### config.mk
export PLATFORM = sky130hd
export DESIGN_NAME = inst_fetch_mem
export DESIGN_NICKNAME = d
export VERILOG_FILES = /design/src/rtl/inst_fetch_mem.sv
export SDC_FILE = /design/constraint.sdc
export NUM_CORES = 2
export LEC_CHECK = 0
export CAP_MARGIN = 20
export CORE_MARGIN = 2
export CORE_UTILIZATION = 40
export DETAILED_ROUTE_END_ITERATION = 6
export SLEW_MARGIN = 20
export SYNTH_ARGS = -nofsm -noshare
export SYNTH_HDL_FRONTEND = slang
export SYNTH_SLANG_ARGS = --single-unit
### constraint.sdc
create_clock -name CLK -period 3.3 [get_ports CLK]
set_clock_uncertainty 0.2 [all_clocks]
set_input_delay 0.33 -clock CLK [delete_from_list [all_inputs] [get_ports CLK]]
set_output_delay 0.33 -clock CLK [all_outputs]
set_load 0.03 [all_outputs]
### src/rtl/inst_fetch_mem.sv
// inst_fetch_mem: loadable instruction memory with a request/response fetch
// port. A loader fills the program in LOAD. RUN serves fetches with one
// registered cycle of latency and output backpressure. A halt opcode in the
// fetched stream freezes fetch in HALT until load_start or reset.
module inst_fetch_mem #(
  parameter int              IW           = 10,
  parameter int              AW           = 8,
  parameter int              OPW          = 4,
  parameter logic [OPW-1:0]  HALT_OP      = 4'hF,
  parameter logic [IW-1:0]   DEFAULT_INST = '0
) (
  input  logic          CLK,
  input  logic          Reset_n,
  input  logic          load_en,
  input  logic [AW-1:0] load_addr,
  input  logic [IW-1:0] load_data,
  input  logic          load_done,
  input  logic          load_start,
  input  logic          fetch_req,
  input  logic [AW-1:0] fetch_addr,
  output logic          fetch_ready,
  output logic          inst_valid,
  input  logic          inst_ready,
  output logic [IW-1:0] inst_out,
  output logic [AW-1:0] inst_addr,
  output logic          halt_seen,
  output logic          load_err,
  output logic [AW:0]   prog_len
);

  localparam int DEPTH = 1 << AW;

  typedef enum logic [1:0] {
    ST_LOAD = 2'd0,
    ST_RUN  = 2'd1,
    ST_HALT = 2'd2
  } state_t;

  // Storage: contents are never reset; written_q gates what can be read.
  logic [IW-1:0]    mem_q [DEPTH];
  logic [DEPTH-1:0] written_q, written_d;

  state_t           state_q, state_d;
  logic             inst_valid_q, inst_valid_d;
  logic [IW-1:0]    inst_out_q, inst_out_d;
  logic [AW-1:0]    inst_addr_q, inst_addr_d;
  logic             halt_seen_q, halt_seen_d;
  logic             load_err_q, load_err_d;
  logic [AW:0]      prog_len_q, prog_len_d;

  logic             mem_we;
  logic             accept;
  logic [IW-1:0]    rd_word;
  logic             rd_halt;
  logic [AW:0]      load_len;

  // Handshake and read-side decode; single output register means a new
  // request is only taken when the current response leaves this cycle.
  always_comb begin
    mem_we      = (state_q == ST_LOAD) && load_en;
    fetch_ready = (state_q == ST_RUN) && (!inst_valid_q || inst_ready);
    accept      = fetch_req && fetch_ready;
    rd_word     = written_q[fetch_addr] ? mem_q[fetch_addr] : DEFAULT_INST;
    rd_halt     = (rd_word[IW-1 -: OPW] == HALT_OP);
    load_len    = {1'b0, load_addr} + (AW+1)'(1);
  end

  // Next-state logic for the LOAD/RUN/HALT controller and response register.
  always_comb begin
    state_d      = state_q;
    written_d    = written_q;
    inst_valid_d = inst_valid_q;
    inst_out_d   = inst_out_q;
    inst_addr_d  = inst_addr_q;
    halt_seen_d  = halt_seen_q;
    load_err_d   = load_err_q;
    prog_len_d   = prog_len_q;

    case (state_q)
      ST_LOAD: begin
        // A write coinciding with load_done still lands before RUN begins.
        if (load_en) begin
          written_d[load_addr] = 1'b1;
          if (load_len > prog_len_q) begin
            prog_len_d = load_len;
          end
        end
        if (load_done) begin
          state_d = ST_RUN;
        end
      end

      ST_RUN, ST_HALT: begin
        if (load_en) begin
          load_err_d = 1'b1;
        end
        if (load_start) begin
          // Reload keeps written bits and prog_len so it patches in place.
          state_d      = ST_LOAD;
          halt_seen_d  = 1'b0;
          inst_valid_d = 1'b0;
        end else if (accept) begin
          inst_valid_d = 1'b1;
          inst_out_d   = rd_word;
          inst_addr_d  = fetch_addr;
          if (rd_halt) begin
            halt_seen_d = 1'b1;
            state_d     = ST_HALT;
          end
        end else if (inst_ready) begin
          inst_valid_d = 1'b0;
        end
      end

      default: begin
        state_d = ST_LOAD;
      end
    endcase
  end

  // Control and response registers with asynchronous active-low reset.
  always_ff @(posedge CLK or negedge Reset_n) begin
    if (!Reset_n) begin
      state_q      <= ST_LOAD;
      written_q    <= '0;
      inst_valid_q <= 1'b0;
      inst_out_q   <= '0;
      inst_addr_q  <= '0;
      halt_seen_q  <= 1'b0;
      load_err_q   <= 1'b0;
      prog_len_q   <= '0;
    end else begin
      state_q      <= state_d;
      written_q    <= written_d;
      inst_valid_q <= inst_valid_d;
      inst_out_q   <= inst_out_d;
      inst_addr_q  <= inst_addr_d;
      halt_seen_q  <= halt_seen_d;
      load_err_q   <= load_err_d;
      prog_len_q   <= prog_len_d;
    end
  end

  // Memory array write port; only the loader in LOAD may write.
  always_ff @(posedge CLK) begin
    if (mem_we) begin
      mem_q[load_addr] <= load_data;
    end
  end

  assign inst_valid = inst_valid_q;
  assign inst_out   = inst_out_q;
  assign inst_addr  = inst_addr_q;
  assign halt_seen  = halt_seen_q;
  assign load_err   = load_err_q;
  assign prog_len   = prog_len_q;

endmodule

==> run metrics <==
final worst slack -211 ps; Remaining Overflow, GRT 0; post-route cell area 0.134 mm^2; core area 0.276 mm^2; synthesized area 0.111 mm^2; largest net degree at the start of global routing 141; CP startpoint kind input pin; via/cell ratio 5.68; first-pass GRT wire length 442000 um; CTS tree done; die area 0.281 mm^2; Slew Limit Headroom 30.8%; Reg clk slew, reported paths 60 ps; routed wire length 312000 um; Final TNS setup -551 ps; filler cell count about 22000; Syn Nets approximately 5200; max_cap viols 0; fin crit period 3510 ps; Seq/Total Area, Yosys 75.8%; Max clock buf depth 4; multi-input logic area 0.0253 mm^2; Gate Count Post-Synth 5115; Worst setup EP type register; Post-synth EDFFs 2560; CTS HTree Levels 5; clock buffer count from CTS 301; drt pass-1 iters 6; worst path arrival time 4050 ps; DRT antenna net count 0; worst reg2reg path depth 11; mux cell area share after synthesis between 10% and 20%; I/O pin count 64; Synth top area share 69.3%; Die X roughly 530 um; Fin. Hold Viols 0; failing checks setup timing; most area-consuming cells after synthesis edfxtp_1 69%, mux4_2 16%, dfrtp_1 6.5%, or2_2 1.4%, mux2i_1 1.0%; hold_sp load_data[7]; Most used DFF post-synth edfxtp_1; IO buf count 63; Worst Path Required 3840 ps; count of cell types in the netlist 68; DR DRC count 0; root cell of the clock tree clkbuf_16; FF+latch area roughly 0.084 mm^2; crit path capture state_q[0]$_DFFE_PN0P_; DR WL/cell 30.9 um; R2R Setup Slk -180 ps; GRT Util Overall approximately 22%; CP max stage delay 670 ps; Pwr per Cell Area 598 mW/mm^2; compound-cell area share of the yosys netlist under 10%; RSZ-0062 raised after global routing yes; syn_area_per_cell roughly 22 um^2; Critical Path Source fetch_addr[3]; ratio of final minimum period to clock period 106%; Num Clock Sinks 2848; crit-path most repeated cell buf_4; Slowest-stage cell, CP nor4b_4; antenna violations before repair 22; vias in the first global route 57700; Synth top cells by count 2560 x edfxtp_1, 764 x mux4_2, 295 x nor2_1; Hold Crit Class input pin to register; total power 0.0803 W; outcome complete, but fails checks; Routability Congestion 0.888; Starting DRT DRC Count roughly 7500; Post-DP Area between 0.1 and 0.15 mm^2; number of nets in the layout between 6000 and 7000; worst-path cell chain buf_4 > inv_1 > buf_4 > nor2_1 > buf_4 > o21ai_0 > a21oi_1 > a21oi_1 > nand3_1 > buf_4 > nand4_1 > nor4b_4 > buf_12 > nor2_4 > a2bb2oi_2; asr flop ratio synth approximately a tenth; simple-gate share of the synthesized area 3.41%; yosys warns 0; Initial Util 40.2%; Yosys top cell by area edfxtp_1; LEAKAGE 46.3 nW; Worst Path Max Fanout 7; most common cell in the netlist edfxtp_1; Clock Latency Late Sink between 800 and 900 ps; Adder-Cell Fraction of Synth Area 0.169%; number of synthesized register bits 2848; Fmax achieved 0.285 GHz; peak supply drop 0.000410 V; Least-Margin Pin Slew 1040 ps; Post-Synth XOR/XNOR Area less than 1%; CP Class input pin to register; r2r endpoint state_q[0]$_DFFE_PN0P_; Area growth syn-to-layout 21.1%; Die Y 530 um; std cell rows a little under 200; largest family of logic cells by synthesized area multiplexers; Reg2Reg Launch Point written_q[14]$_DFFE_PN0P_; Setup Viol. Count Final 3; Post-DP HPWL 206000 um; Vias about 57000; share of post-route cells with drive strength above 1 38.7%; Final Max Tran Viols 0
==> worst min-delay path by stage <==
| stage | end | cells after the start |
|---|---|---|
| after floorplan | halt_seen$_DFFE_PN0P_ | 0 |
| after global placement | inst_out[2]$_DFFE_PN0P_ | 1 |
| after detailed placement | inst_out[2]$_DFFE_PN0P_ | 1 |
| after CTS | inst_valid$_DFFE_PN0P_ | 4 |
| after global routing | mem_q[250][4]$_DFFE_PP_ | 1 |
| final | mem_q[116][7]$_DFFE_PP_ | 1 |
==> layout by cell type, fill, tap and decap left out, types with 10 or more instances in the layout <==
master	Yosys	routed
clkinv_2	0	47
buf_4	26	718
o22ai_1	16	16
clkinvlp_4	0	18
dlygate4sd3_1	0	15
mux4_1	23	23
mux2i_1	113	113
clkbuf_1	86	59
nor3_1	14	12
edfxtp_1	2560	2560
mux4_2	764	764
nand4_1	11	11
nor2_1	295	291
clkbuf_16	0	311
nand3_1	29	23
or2_2	253	253
and3_1	11	11
buf_12	4	200
nor2b_1	22	18
inv_1	24	23
dfrtp_1	288	288
a21oi_1	41	36
bufinv_16	0	28
a22o_1	18	18
nand2b_1	12	10
a22oi_1	52	51
mux2_2	28	28
ha_1	15	15
o21ai_0	32	32
clkbuf_8	0	31
clkinv_1	0	38
clkdlybuf4s50_1	0	45
nand2_1	88	87
o221ai_1	27	27
==> cells by family (layout without fill, tap and decap cells) <==
| kind of cell | after synthesis | in the layout |
|---|---|---|
| compound gates | 253 | 253 |
| fa+ha+maj | 15 | 15 |
| mux | 928 | 928 |
| buf+inv | 303 | 1563 |
| xor+xnor | 6 | 6 |
| flops | 2848 | 2848 |
| other cells | 0 | 5 |
| simple gates | 762 | 762 |
==> registers in the layout, indices dropped and copies added (netlist names) <==
register,cells
load_err,1
mem_q,2560
prog_len,9
halt_seen,1
inst_addr,8
written_q,256
inst_out,10
inst_valid,1
state_q,2
==> critical path, delay by kind of cell <==
kind                   cells  cell delay [ps]
buffers and inverters      6             1490
AOI/OAI and AO/OA          4              660
and+or+nand+nor            5             1540
==> power by group <==
group,internal [W],total [W],switching [W]
clock network,0.0200,0.0341,0.0141
logic,0.00261,0.00599,0.00338
registers,0.0398,0.0402,0.000392
==> per-layer routing <==
metal  part of all wire (%)  track usage, %
met2                     48            35.0
met4                    2.6            6.24
met3                    8.1            3.73
met5                      0               0
met1                     41            31.8
==> area by class of cell <==
type                            count  area share, %
Multi-Input combinational cell   1964           18.8
Clock inverter                    151           1.20
Clock buffer                      391           6.18
Tap cell                         3705           3.45
Antenna cell                        5        0.00932
Sequential cell                  2848           62.6
Timing Repair Buffer              996           7.63
Inverter                           25         0.0755
==> metrics by stage <==
stage / std cells / hold WS [ps] / util [%] / worst slack [ps]
floorplan: 5115 / -166 / - / -36.4
global placement: 9522 / 74.1 / 44.9 / -1400
detailed placement: 9522 / 73.4 / 44.9 / -1280
CTS: 10100 / 6.52 / 48.6 / -126
global route: 10100 / 37.1 / 48.6 / -295
finish: 10100 / 2.33 / 48.6 / -211
==> repair_timing <==
| item | CTS | global route |
|---|---|---|
| hold buffers | 16 | 0 |
| hold endpoints to repair | 758 | 0 |
| pin swaps | 8 | 6 |
| buffers inserted | 1 | 1 |
| endpoints found under the setup margin | 10 | 9 |
| gates resized for setup | 20 | 14 |
Note: power is estimated with default switching activity, not from simulation.
